[config.mk]
export PLATFORM = sky130hd
export DESIGN_NAME = gate16_golden
export DESIGN_NICKNAME = d
export VERILOG_FILES = /design/src/rtl/gate16_checker_pkg.sv /design/src/rtl/gate16_golden.sv
export SDC_FILE = /design/constraint.sdc
export NUM_CORES = 1
export LEC_CHECK = 0
export BUFFER_PORTS_ARGS = -buffer_cell sky130_fd_sc_hd__buf_2
export CAP_MARGIN = 15
export CORE_MARGIN = 5
export CORE_UTILIZATION = 21
export DETAILED_ROUTE_END_ITERATION = 16
export MAX_ROUTING_LAYER = met4
export PLACE_DENSITY = 0.85
export RECOVER_POWER = 100
export SYNTH_ARGS = -nofsm -noshare
export SYNTH_HDL_FRONTEND = slang
export SYNTH_SLANG_ARGS = --single-unit
[constraint.sdc]
create_clock -name vclk -period 0.8
set_clock_uncertainty 0.2 [all_clocks]
set_input_delay 0.08 -clock vclk [all_inputs]
set_output_delay 0.08 -clock vclk [all_outputs]
set_load 0.005 [all_outputs]
[src/rtl/gate16_checker_pkg.sv]
// Shared types and constants for the gate16 response checker:
// state encoding, mismatch-mask bit positions and counter width.
package gate16_checker_pkg;

  localparam int CNT_W = 16;

  typedef enum logic [1:0] {
    IDLE  = 2'd0,
    RUN   = 2'd1,
    DRAIN = 2'd2,
    DONE  = 2'd3
  } state_t;

  localparam int MASK_ANOT  = 0;
  localparam int MASK_BNOT  = 1;
  localparam int MASK_AANDB = 2;
  localparam int MASK_AORB  = 3;
  localparam int MASK_W     = 4;

  typedef struct packed {
    logic [CNT_W-1:0] anot;
    logic [CNT_W-1:0] bnot;
    logic [CNT_W-1:0] aandb;
    logic [CNT_W-1:0] aorb;
  } buses_t;

  function automatic logic [CNT_W-1:0] sat_inc(input logic [CNT_W-1:0] v);
    return (v == {CNT_W{1'b1}}) ? v : v + 1'b1;
  endfunction

endpackage

[src/rtl/gate16_golden.sv]
// Behavioural reference for the 16-bit gate library: the four expected
// buses, deliberately independent of the gate cells being checked.
module gate16_golden
  import gate16_checker_pkg::*;
(
  input  logic [CNT_W-1:0] a,
  input  logic [CNT_W-1:0] b,
  output logic [CNT_W-1:0] exp_anot,
  output logic [CNT_W-1:0] exp_bnot,
  output logic [CNT_W-1:0] exp_aandb,
  output logic [CNT_W-1:0] exp_aorb
);

  assign exp_anot  = ~a;
  assign exp_bnot  = ~b;
  assign exp_aandb = a & b;
  assign exp_aorb  = a | b;

endmodule

==> impl_metrics.csv, run 1 <==
group,metric,value,unit
global_routing,grt_overflow,0,
sta,hold_viol,0,
critical_path,cp_max_fo,3,
placed_design,finalWeightedCongestion,0.657,
power,total_power,472,µW
global_routing,grt_pass1_vias,662,
synth,synth.distinct_cells,3,
power,p_leak,0.668,nW
detailed_routing,num_vias,707,
detailed_routing,drc,0,
floorplan,die_area,0.00253,mm²
floorplan,start_util,22.3,%
critical_path,worstPathRequired,0.52,ns
layout,antennaDiodeCount,0,
critical_path,arrival,0.52,ns
global_routing,grt_pass1_wl,2620,µm
sta,slew_headroom,92.9,%
detailed_routing,viasPerCell,3.95,
global_routing,antenna_found_initial,0,
synth,ys_top_cells_by_area,"and2_2, inv_1, or2_1",
power,p_per_area,467,mW/mm²
synth,synth_top_area_share,35.3,%
synth,syn_nets,96,
sta,rsz0062_at_grt,"yes",
synth,yosys.area.top_type,"and2_2",
synth,synthCells,64,
status,status,"finished clean",
detailed_routing,first_pass_iters,4,
floorplan,core,0.00152,mm²
layout,nNetsFinal,197,
flow_run,drv_cap,0,
layout,drive_above_1_share,63.2,%
synth,syn_area_per_cell,5.32,µm²
sta,timing.final.crit_share,99.5,%
power,peakVddDrop,0.000249,V
detailed_routing,first_iter_violations,4,
layout,nFillCells,139,
synth,yosys_warnings,0,
sta,tightestPinTransition,0.107,ns
critical_path,worst_setup_path_start_kind,"input pin",
synth,syn-cell-area,340,µm²
floorplan,die_y,50.3,µm
layout,num-clock-buffers,0,
layout,area_delta_synth_final,197,%
critical_path,endpoint_kind,"output port",
layout,flops_and_latches,0,
layout,multi_input_area,220,µm²
floorplan,num_io_pins,96,
worst_hold_path,min_path_cells,3,
floorplan,fp.dieW,50.3,µm
placed_design,hpwl,1650,µm
detailed_routing,drt-wirelength-per-cell,11.3,µm
worst_hold_path,hold_class,"input pin to output port",
critical_path,path_class,"input pin to output port",
sta,finalSetupViolCount,0,
sta,drv_slew,0,
sta,post-route-min-period,0.796,ns
worst_hold_path,holdCritStartpoint,"a[6]",
layout,seq_area,0,µm²
worst_hold_path,holdPathEnd,"exp_anot[6]",
sta,fmax,1260,MHz
placed_design,dpl_cell_area,841,µm²
global_routing,grt_max_degree,4,
global_routing,grt_use_total,12.5,%
layout,final_area,0.00101,mm²
placed_design,portBuffers,96,
detailed_routing,ant_nets,0,
floorplan,rows,14,
synth,yosysSeqAreaShare,0,%
detailed_routing,wl,2020,µm
-- report_power, final --
part	total (mW)	internal, mW	switching, mW	leakage [nW]
sequential	0	0	0	0
combinational	0.472	0.300	0.173	0.668
clock	0	0	0	0
-- kinds of logic after synthesis --
kind of cell	count (synthesis)	share of synthesized area, %
AND/OR/NAND/NOR	32	64.7
buffers and inverters	32	35.3
-- cell usage in the layout (no fill, tap or decap) --
cell,Yosys,routed
inv_1,32,32
buf_4,0,3
clkbuf_1,0,12
buf_2,0,58
or2_1,16,16
and2_2,16,16
buf_6,0,26
-- metal layers --
layer,GRT usage [%],vias up,part of all wire (%)
li1,-,360,-
met1,10.2,305,26
met2,27.8,42,63
met3,2.07,0,11
met4,1.75,0,0
met5,-,-,0
-- layout make-up --
type                       count  share of cell area (%)
inverter                      32                    11.9
tap                           16                    1.98
multi-input combinational     32                    21.8
timing repair buffer          99                    64.4
-- stage by stage --
step | setup TNS (ns) | util, % | hold WS [ns] | std cells | setup WS [ns]
after floorplan | 0 | - | -0.0135 | 64 | 0.220
after CTS | 0 | 60.9 | 0.167 | 176 | 0.000554
after global routing | -0.103 | 66.3 | 0.162 | 179 | -0.0196
final | 0 | 66.3 | 0.148 | 179 | 0.00391
after detailed placement | -0.0685 | 55.2 | 0.191 | 176 | -0.0122
after global placement | -0.00490 | 55.2 | 0.187 | 176 | -0.00253
-- worst max-delay path, cell delays in order --
cell   delay (ns)
buf_6        0.09
or2_1        0.22
buf_2        0.13
-- synthesized netlist by cell type --
library cell / n
or2_1: 16
and2_2: 16
inv_1: 32
-- repair_timing --
action	in CTS	in global routing
setup endpoints to repair	14	15
buffers inserted	0	3
resized for setup	14	16
pin swaps	14	14
hold buffers	0	0
-- how the worst max path moves through the flow --
stage / startpoint / endpoint / slack (ns) / depth (start not counted)
floorplan: b[0] / exp_aorb[0] / 0.22 / 1
global placement: b[6] / exp_aorb[6] / -0.003 / 3
detailed placement: b[3] / exp_aorb[3] / -0.01 / 3
CTS: b[4] / exp_aorb[4] / 0.0006 / 3
global route: a[4] / exp_aorb[4] / -0.02 / 3
finish: b[3] / exp_aorb[3] / 0.004 / 3
Power figures use the tool's default switching activity.
==> run 2: changes to the inputs <==
CORE_UTILIZATION = 22   (was 21)
PLACE_DENSITY = 0.88   (was 0.85)
clock period = 1 ns   (was 0.8 ns; I/O delays follow)
==> impl_metrics.csv, run 2 (synthesis results as in run 1) <==
group,metric,value,unit
sta,post-route-min-period,0.843,ns
global_routing,grt_pass1_vias,658,
critical_path,worstPathRequired,0.70,ns
detailed_routing,viasPerCell,3.88,
detailed_routing,wl,1750,µm
layout,num-clock-buffers,0,
global_routing,grt_overflow,0,
critical_path,worst_setup_path_start_kind,"input pin",
floorplan,num_io_pins,96,
critical_path,path_class,"input pin to output port",
floorplan,core,0.00149,mm²
layout,final_common_cell,"clkbuf_1",
power,p_per_area,365,mW/mm²
layout,seq_area,0,µm²
layout,antennaDiodeCount,0,
power,p_switching,134,µW
critical_path,arrival,0.54,ns
detailed_routing,first_iter_violations,5,
power,p_comb_share,100.0,%
power,switching_share,47.3,%
placed_design,hpwl,1680,µm
power,clockPowerShare,0,%
placed_design,placed_cells,176,
sta,setup_ws,0.157,ns
global_routing,antenna_found_initial,0,
layout,fin_cells,176,
detailed_routing,num_vias,683,
global_routing,use_met1,13.0,%
sta,hold_viol,0,
sta,finalSetupTns,0,ns
layout,area_delta_synth_final,128,%
power,internal_power,149,µW
detailed_routing,ant_nets,0,
detailed_routing,drc,0,
floorplan,die_y,49.3,µm
placed_design,portBuffers,96,
placed_design,finalWeightedCongestion,0.657,
power,peakVddDrop,0.000168,V
detailed_routing,first_pass_iters,2,
layout,nNetsFinal,194,
sta,rsz0062_at_grt,"no",
sta,slew_headroom,92.4,%
sta,fmax,1190,MHz
sta,finalSetupViolCount,0,
global_routing,use_met2,29.2,%
global_routing,grt_max_degree,4,
power,seqPwrFrac,0,%
worst_hold_path,holdCritStartpoint,"b[11]",
global_routing,busiest_layer,"met2",
power,p_leak,0.493,nW
floorplan,start_util,22.9,%
floorplan,fp.dieW,49.3,µm
placed_design,preCtsSetupSlack,0.142,ns
critical_path,endpoint,"exp_aorb[7]",
sta,timing.final.crit_share,84.3,%
worst_hold_path,hold_class,"input pin to output port",
sta,drv_slew,0,
critical_path,startpoint,"b[7]",
layout,flops_and_latches,0,
critical_path,cp_max_fo,3,
layout,drive_above_1_share,37.5,%
layout,mostFrequentLayoutCells,"clkbuf_1, buf_2, inv_1",
floorplan,die_area,0.00243,mm²
critical_path,endpoint_kind,"output port",
detailed_routing,drt-wirelength-per-cell,9.95,µm
global_routing,grt_use_total,13.9,%
global_routing,use_met3,2.45,%
global_routing,grt_pass1_wl,2870,µm
sta,tightestPinTransition,0.114,ns
flow_run,drv_cap,0,
status,status,"finished clean",
clock_tree,cts_setup_buffers,0,
floorplan,rows,14,
clock_tree,cts_repair_resize_count,0,
clock_tree,postCtsHoldBufs,0,
## run 2: changes by cell type in the layout (fill, tap and decap cells not counted), sizes merged
cell	previous run	this run
buf	87	45
clkbuf	12	51
## run 2: worst min-delay path by stage
| stage | to | cells after the start |
|---|---|---|
| finish | exp_bnot[11] | 3 |
| global route | exp_anot[5] | 3 |
| CTS | exp_bnot[6] | 3 |
| detailed placement | exp_bnot[6] | 3 |
| global placement | exp_anot[14] | 3 |
| floorplan | exp_anot[0] | 1 |
## run 2: worst max-delay path: stages
cell and delay (ns):
buf_2 0.11, or2_1 0.21, buf_2 0.12
## run 2: power groups by stage
stage / clock network (mW) / logic (mW) / registers, mW
floorplan: 0 / 0.102 / 0
detailed placement: 0 / 0.314 / 0
global route: 0 / 0.323 / 0
CTS: 0 / 0.315 / 0
global placement: 0 / 0.303 / 0
finish: 0 / 0.283 / 0
## run 2: final cells by class
cell class / instances / area [µm²]
fill: 182 / 713
inverter: 32 / 120
multi-input combinational: 32 / 220
tap: 16 / 20.0
timing repair buffer: 96 / 415
## run 2: metrics by stage
stage	util, %	hold slack [ns]	cell area (µm²)	total power [mW]
after CTS	56.5	0.235	841	0.315
after global routing	52.1	0.240	776	0.323
after detailed placement	56.5	0.234	841	0.314
after floorplan	-	0.0265	340	0.102
final	52.1	0.216	776	0.283
after global placement	56.5	0.228	841	0.303
## run 2: per-layer routing
metal | part of all wire, % | vias up
met5 | 0 | -
met4 | 0 | 0
met3 | 13 | 0
met2 | 57 | 44
met1 | 30 | 284
li1 | - | 355
==> run 3: changes to the inputs <==
ABC_AREA = 1   (was not set)
CORE_ASPECT_RATIO = 0.8   (was not set)
CORE_UTILIZATION = 21   (was 22)
PLACE_DENSITY = 0.85   (was 0.88)
clock period = 0.8 ns   (was 1 ns; I/O delays follow)
==> impl_metrics.csv, run 3 <==
group,metric,value,unit
detailed_routing,first_pass_iters,4,
flow_run,drv_cap,0,
sta,setup_ws,0.0808,ns
synth,syn-cell-area,340,µm²
critical_path,path_class,"input pin to output port",
sta,timing.final.crit_share,89.9,%
layout,mostFrequentLayoutCells,"buf_2, inv_1, clkbuf_1",
clock_tree,postCtsHoldBufs,0,
synth,syn_area_per_cell,4.25,µm²
layout,seq_area,0,µm²
floorplan,core,0.00158,mm²
synth,synthCells,80,
synth,synth_most_common_cell,"inv_1",
critical_path,worst_setup_path_start_kind,"input pin",
detailed_routing,ant_nets,0,
worst_hold_path,holdCritStartpoint,"a[11]",
synth,yosysSeqAreaShare,0,%
placed_design,hpwl,1630,µm
placed_design,finalWeightedCongestion,0.724,
worst_hold_path,hold_class,"input pin to output port",
sta,finalSetupViolCount,0,
layout,final_common_cell,"buf_2",
floorplan,die_y,46.0,µm
sta,finalSetupTns,0,ns
global_routing,grt_use_total,10.8,%
sta,rsz0062_at_grt,"no",
clock_tree,cts_setup_buffers,0,
critical_path,worstPathRequired,0.52,ns
synth,syn_nets,112,
floorplan,die_area,0.00253,mm²
global_routing,grt_overflow,0,
layout,final_area,803,µm²
detailed_routing,num_vias,681,
detailed_routing,wl,1670,µm
detailed_routing,drt-wirelength-per-cell,8.42,µm
global_routing,grt_pass1_vias,529,
synth,ys_top_cells_by_area,"inv_1, nand2_2, inv_2",
critical_path,startpoint,"b[8]",
sta,hold_viol,0,
floorplan,fp.dieW,55.0,µm
sta,post-route-min-period,0.719,ns
layout,drive_above_1_share,46.6,%
layout,flops_and_latches,0,
clock_tree,cts_repair_resize_count,0,
placed_design,dpl_cell_area,848,µm²
placed_design,preCtsSetupSlack,0.0820,ns
power,peakVddDrop,0.000259,V
layout,fin_util,50.9,%
layout,nNetsFinal,210,
sta,slew_headroom,93.5,%
status,status,"finished clean",
critical_path,endpoint_kind,"output port",
global_routing,busiest_layer,"met2",
critical_path,arrival,0.44,ns
synth,synth_top_area_share,35.3,%
floorplan,num_io_pins,96,
global_routing,antenna_found_initial,0,
global_routing,use_met2,21.7,%
global_routing,grt_pass1_wl,2100,µm
global_routing,grt_max_degree,3,
placed_design,portBuffers,96,
synth,synth_common_cells,"inv_1, inv_2, nand2_1, nand2_2",
global_routing,use_met1,12.5,%
floorplan,start_util,21.6,%
layout,area_delta_synth_final,136,%
synth,synth.distinct_cells,4,
critical_path,cp_max_fo,2,
synth,yosys.area.top_type,"inv_1",
detailed_routing,drc,0,
sta,drv_slew,0,
detailed_routing,viasPerCell,3.44,
synth,yosys_warnings,0,
global_routing,use_met3,0,%
sta,fmax,1390,MHz
sta,tightestPinTransition,0.0985,ns
power,p_per_area,473,mW/mm²
layout,antennaDiodeCount,0,
power,p_leak,0.644,nW
floorplan,rows,13,
detailed_routing,first_iter_violations,15,
layout,num-clock-buffers,0,
==> run 3: final cells by class <==
cell class | instances | area (µm²)
Timing Repair Buffer | 96 | 438
Inverter | 48 | 180
Tap cell | 22 | 27.5
Fill cell | 198 | 774
Multi-Input combinational cell | 32 | 158
==> run 3: cells by family after synthesis <==
family	synth area share (%)
buf+inv	52.9
simple gates	47.1
==> run 3: worst max-delay path, stage by stage <==
cell and delay [ns]:
buf_2 0.10, inv_1 0.06, nand2_1 0.07, buf_2 0.13
==> run 3: where the power goes <==
part	leakage, nW	total [mW]	switching (mW)	internal (mW)
sequential	0	0	0	0
clock	0	0	0	0
combinational	0.644	0.380	0.198	0.182
==> run 3: stage by stage <==
step / total power, mW / hold slack [ns] / cells
floorplan: 0.151 / -0.0168 / 80
global placement: 0.410 / 0.201 / 198
detailed placement: 0.416 / 0.203 / 198
CTS: 0.417 / 0.202 / 198
global route: 0.429 / 0.200 / 198
finish: 0.380 / 0.185 / 198
==> run 3: worst paths after layout <==
kind | slack [ns] | endpoint | cells after the start
setup / recovery | 0.08 | exp_aorb[8] | 4
hold / removal | 0.19 | exp_anot[11] | 3
==> run 3: per-layer routing <==
| metal | vias to the layer above | part of all wire (%) |
|---|---|---|
| met2 | 24 | 59 |
| met3 | 0 | 7.7 |
| met1 | 271 | 33 |
| met5 | - | 0 |
| met4 | 0 | 0 |
| li1 | 386 | - |
